[config.mk]
export PLATFORM = sky130hd
export DESIGN_NAME = sw_debounce
export DESIGN_NICKNAME = d
export VERILOG_FILES = /design/src/rtl/sw_debounce.sv
export SDC_FILE = /design/constraint.sdc
export NUM_CORES = 1
export LEC_CHECK = 0
export BUFFER_PORTS_ARGS = -buffer_cell sky130_fd_sc_hd__buf_2
export CAP_MARGIN = 5
export CORE_MARGIN = 2
export CORE_UTILIZATION = 42
export CTS_CLUSTER_SIZE = 14
export DETAILED_ROUTE_END_ITERATION = 10
export SETUP_SLACK_MARGIN = 0.02
export SLEW_MARGIN = 20
export SYNTH_ARGS = -nofsm -noshare
export SYNTH_HDL_FRONTEND = slang
export SYNTH_SLANG_ARGS = --single-unit
export TNS_END_PERCENT = 1
[constraint.sdc]
create_clock -name clk_i -period 2.2 [get_ports clk_i]
set_input_delay 0 -clock clk_i [delete_from_list [all_inputs] [get_ports clk_i]]
set_output_delay 0 -clock clk_i [all_outputs]
set_load 0.02 [all_outputs]
[src/rtl/sw_debounce.sv]
`default_nettype none
// +-----------------------------------------------------------------------+
// | sw_debounce: per-bit debouncer for active-low switches, press/release |
// | pulses, sticky IRQ.  Revision: 1.0                                    |
// +-----------------------------------------------------------------------+
module sw_debounce #(
  parameter int Width          = 16,
  parameter int DebounceCycles = 20000
) (
  input  logic             clk_i,
  input  logic             rst_i,
  input  logic [Width-1:0] sw_raw_ni,
  output logic [Width-1:0] sw_o,
  output logic [Width-1:0] press_o,
  output logic [Width-1:0] release_o,
  input  logic             irq_clr_i,
  output logic             irq_o
);

  localparam int              CntW   = $clog2(DebounceCycles);
  localparam logic [CntW-1:0] CntMax = CntW'(DebounceCycles - 1);

  typedef enum logic [0:0] {
    STABLE   = 1'b0,
    COUNTING = 1'b1
  } state_e;

  // Synchroniser resets to 1 so a released pad looks idle straight out of reset.
  logic [Width-1:0] sync1_q;
  logic [Width-1:0] sync2_q;
  logic [Width-1:0] s_w;

  always_ff @(posedge clk_i) begin
    if (rst_i) begin
      sync1_q <= '1;
      sync2_q <= '1;
    end else begin
      sync1_q <= sw_raw_ni;
      sync2_q <= sync1_q;
    end
  end

  assign s_w = ~sync2_q;

  for (genvar i = 0; i < Width; i++) begin : g_bit
    state_e          state_q, state_d;
    logic [CntW-1:0] cnt_q, cnt_d;
    logic            sw_q, sw_d;
    logic            press_q, press_d;
    logic            rel_q, rel_d;

    always_ff @(posedge clk_i) begin
      if (rst_i) begin
        state_q <= STABLE;
        cnt_q   <= '0;
        sw_q    <= 1'b0;
        press_q <= 1'b0;
        rel_q   <= 1'b0;
      end else begin
        state_q <= state_d;
        cnt_q   <= cnt_d;
        sw_q    <= sw_d;
        press_q <= press_d;
        rel_q   <= rel_d;
      end
    end

    always_comb begin
      state_d = state_q;
      cnt_d   = cnt_q;
      sw_d    = sw_q;
      press_d = 1'b0;
      rel_d   = 1'b0;
      case (state_q)
        STABLE: begin
          if (s_w[i] != sw_q) begin
            state_d = COUNTING;
            cnt_d   = CntW'(1);
          end else begin
            cnt_d = '0;
          end
        end
        COUNTING: begin
          if (s_w[i] == sw_q) begin
            state_d = STABLE;
            cnt_d   = '0;
          end else if (cnt_q == CntMax) begin
            // Commit: flip the debounced level and emit the matching edge pulse.
            state_d = STABLE;
            cnt_d   = '0;
            sw_d    = ~sw_q;
            press_d = ~sw_q;
            rel_d   = sw_q;
          end else begin
            cnt_d = cnt_q + CntW'(1);
          end
        end
        default: begin
          state_d = STABLE;
          cnt_d   = '0;
        end
      endcase
    end

    assign sw_o[i]      = sw_q;
    assign press_o[i]   = press_q;
    assign release_o[i] = rel_q;
  end

  logic irq_q, irq_d;
  logic any_pulse_w;

  assign any_pulse_w = (|press_o) | (|release_o);

  // A pulse and a clear in the same cycle leave the flag set.
  always_comb begin
    irq_d = irq_q;
    if (any_pulse_w) begin
      irq_d = 1'b1;
    end else if (irq_clr_i) begin
      irq_d = 1'b0;
    end
  end

  always_ff @(posedge clk_i) begin
    if (rst_i) begin
      irq_q <= 1'b0;
    end else begin
      irq_q <= irq_d;
    end
  end

  assign irq_o = irq_q;

endmodule
`default_nettype wire
Word-level counts from Yosys, hierarchy flattened
Index checks and enable logic that the tools add are counted.
Word-level totals
  flip-flop bits (word level): 337
  input port bits: 19
  output and inout port bits: 49
Operators by class
  add/sub/neg operators: 16
  equality and inequality tests: 48
  mux-type cells: 130
  bitwise gates (word level): 66
  reductions and logical operators: 35
Operators with widths (number)
  15-bit two-way mux: 32
  15-bit one-hot mux with 2 select lines: 16
  15-bit by 1-bit adder with 15-bit output (second input constant): 16
  15-bit equality test (second input constant): 16
  1-bit two-way mux: 66
  1-bit inverter: 64
  4-bit OR reduction: 16
  3-bit AND reduction: 16
  1-bit one-hot mux with 2 select lines: 16
  16-bit OR reduction: 2
  1-bit equality test: 16
  1-bit != test: 16
  16-bit inverter: 1
  2-bit nonzero test: 1
  1-bit bitwise OR: 1

Longest topological paths before layout
  depth in word-level cells: 4
  depth in mapped cells: 8
  mapped depth without buffers: 5

Worst setup path before layout
Ideal clock, no wire load.
  kind: reg2reg
  start point: register g_bit[5].cnt_q[0]
  end point: register g_bit[5].cnt_q[14]
  library setup time: 0.115 ns
  arrival time: 1.821 ns
  data required time: 2.085 ns
  setup slack: 0.264 ns
  stages on the path, launching flop included: 7
  path buffers: 1
  clock period less this slack: 1.936 ns
  cell sequence: dfxtp_1 -> ha_1 -> or4bb_1 -> or4_4 -> nand2b_2 -> buf_6 -> nor2_1
On the way
  cells in the longest elaborated chain, start to end: 4
  elaborated cells on any way between the ends: 5
Ends and longest elaborated chain
  from (decl): RTL line 47  | logic [CntW-1:0] cnt_q, cnt_d;
  from (signal assigned): RTL line 61  | cnt_q <= cnt_d;
  15-bit by 1-bit adder with 15-bit output / 15-bit equality test (equally long branches): RTL line 95, 87
  15-bit two-way mux *: RTL line 87  | end else if (cnt_q == CntMax) begin
  15-bit two-way mux *: RTL line 84  | if (s_w[i] == sw_q) begin
  15-bit one-hot mux with 2 select lines *: RTL line 74  | case (state_q)
Every way passes the cells marked *; elsewhere a longest branch is shown, timed or not.
A chain may end at the register's enable or synchronous reset.

Worst setup path after layout
Ends and elaborated chain as after synthesis.

==> flow_summary_export.csv <==
group,metric,value,unit
status,status,"finished, final reports clean",
route,num_vias,10400,
worst_setup_path,cp.required,2.59,ns
worst_setup_path,slowest_delay,0.57,ns
placed_design,routabilityCongestion,0.814,
floorplanning,io_pins,68,
worst_setup_path,critPathTopFamily,"simple AND/OR/NAND/NOR gates",
sta,relSlewSlack,57.2,%
finish,drive_gt1_share,13.0,%
sta,hold_violations,0,
worst_setup_path,path_cells,"ha_1 -> or4bb_1 -> or4_4 -> nand2b_2 -> nor2_1",
grt,grt_max_degree,43,
sta,timing.final.crit_share,89.7,%
finish,finalNetCount,1642,
clock_network,numCtsBuffers,37,
clock_network,clkSinkCount,337,
route,drt-wirelength-per-cell,13.5,um
route,antenna_left,0,
synthesis,async_reset_ff_share,0,%
sta,max_freq,0.507,GHz
pwr,vdd.ir_drop.worst,0.436,mV
worst_setup_path,timing.critical_path.from_type,"flip-flop",
worst_setup_path,rrSetupSlack,0.23,ns
finish,multi_input_area,0.00678,sq mm
sta,drv_slew,0,
sta,worstMarginPinSlew,0.642,ns
worst_setup_path,cp_data_arrival_time,2.36,ns
placed_design,port_buffers,67,
route,first_iter_violations,401,
grt,grt_pass1_wl,47500,um
synthesis,yosysSeqAreaShare,47.3,%
floorplanning,die_area,0.0354,sq mm
clock_network,cts_htree_levels,2,
clock_network,clk_pin_slew,0.06,ns
worst_hold_path,hold_path_class,"primary input to flip-flop",
route,routed_wl,28200,um
synthesis,synth_edf_count,0,
finish,area_delta_synth_final,13.7,%
placed_design,dp_hpwl,19800,um
floorplanning,rows,67,
pwr,leakage,5.35,nW
run,cap_viol_max_count,0,
sta,final.setup.tns,0,ns
synthesis,ys_ff_latch,337,
grt,antenna_found_initial,0,
grt,grtUsageTotal,16.0,%
route,viasPerCell,5.02,
route,drc,0,
finish,final_core_util,48.5,%
floorplanning,coreArea,0.0334,sq mm
worst_setup_path,cp_max_fo,12,
synthesis,synth.avg_cell_area,9.18,sq um
floorplanning,die_x,188,um
sta,whs,0.198,ns
finish,final_common_cell,"dfxtp_1",
finish,antenna-diode-count,0,
sta,setup_violations,0,
finish,layout_common_cells,"dfxtp_1, nor2_1, xnor2_1",
clock_network,cts-root-buf,"clkbuf_16",
sta,clock_skew,0.0145,ns
synthesis,ys_dominant_reg_cell,"dfxtp_1",
clock_network,clockBufferDepth,3,
synthesis,synthCells,1553,
sta,finalCriticalPeriod,1.97,ns
worst_setup_path,crit_type,"flip-flop to flip-flop",
grt,grt-ovfl-total,0,
worst_setup_path,path_buf_inv,0,
pwr,power_density,788,mW/mm^2
route,drt_first_pass_iters,4,
sta,rsz0062_at_grt,"no",
synthesis,synth_area,0.0143,sq mm
clock_network,cts_resized,0,
worst_setup_path,end_kind,"flip-flop",
floorplanning,initial_utilization,42.6,%
worst_setup_path,cpMaxStageDelayCell,"or4_4",
clock_network,cts_tree,"done",
finish,seqCellArea,0.00675,sq mm
finish,n_fill_cell,3073,
clock_network,clk_latency,0.52,ns
grt,grt_pass1_vias,9722,
synthesis,ys_warn_count,0,
synthesis,synthesis.nets,1588,
floorplanning,die_y,188,um
synthesis,synth.distinct_cells,53,
-- worst paths after layout --
path	startpoint	end	cells after the start
setup / recovery	g_bit[5].cnt_q[0]	g_bit[5].cnt_q[14]	5
hold / removal	sw_raw_ni[10]	sync1_q[10]	3
hold reg to reg	sync1_q[7]	sync2_q[7]	1
setup reg to reg	g_bit[5].cnt_q[0]	g_bit[5].cnt_q[14]	5
-- cells in the mapped netlist, drive strengths merged (30+ instances only) --
cell,instances,share of area (%)
nand2,65,1.7
or2,41,1.8
nor2,262,6.9
buf,66,3.5
inv,43,1.1
and4,30,1.8
xor2,95,5.8
nand3,95,3.4
nand4,75,3.3
xnor2,121,7.4
nor3,51,1.8
nor4,60,3.4
dfxtp,337,47
-- where the power goes --
| part | switching (mW) | internal (mW) | total [mW] |
|---|---|---|---|
| sequential | 0.0303 | 6.15 | 6.18 |
| clock | 2.42 | 4.03 | 6.45 |
| combinational | 0.0681 | 0.0761 | 0.144 |
-- routing by layer --
metal	track usage, %	part of all wire (%)	vias up
li1	-	-	5437
met1	22.1	50	4810
met2	25.2	43	150
met3	3.07	4.7	45
met4	5.00	2.2	0
met5	0	0	-
-- final cells by class --
cell class                      count  area share (%)
Clock buffer                       51            6.91
Sequential cell                   337            41.6
Inverter                           43           0.995
Multi-Input combinational cell   1085            41.8
Clock inverter                     15            1.13
Tap cell                          448            3.46
Timing Repair Buffer              103            4.10
-- sequential cells by signal (all words and copies together), names as in the netlist --
register,flops
sync1_q,16
g_bit.state_q,16
g_bit.sw_q,16
g_bit.cnt_q,240
g_bit.rel_q,16
g_bit.press_q,16
irq_o,1
sync2_q,16
-- kinds of logic (layout without fill, tap and decap cells) --
kind of cell	count (synthesis)	after routing	share of synthesized area, %
multiplexers	1	1	0.0702
AO/OA/AOI/OAI	62	62	2.69
buffers and inverters	131	212	5.18
AND/OR/NAND/NOR	790	790	30.1
flip-flops	337	337	47.3
XOR/XNOR	216	216	13.3
adder cells (fa/ha/maj)	16	16	1.40
-- stage by stage --
stage	area, sq um	setup slack, ns	total power, mW	cells
5_1_grt	16200	0.122	13.3	2082
3_3_place_gp	14700	0.292	6.43	1997
3_5_place_dp	14700	0.230	6.43	1997
4_1_cts	16200	0.218	13.0	2082
6_report	16200	0.227	12.8	2082
2_1_floorplan	14300	0.264	6.38	1553
-- what timing repair did --
item | in CTS | in global routing
hold buffers | 19 | 0
setup buffers | 0 | 0
hold endpoints to repair | 36 | 0
-- tightest hold or removal path: stages --
cell,delay (ns)
dlygate4sd3_1,0.51
buf_2,0.09
or2_2,0.08
No activity file was read; power rests on OpenSTA's default activity.
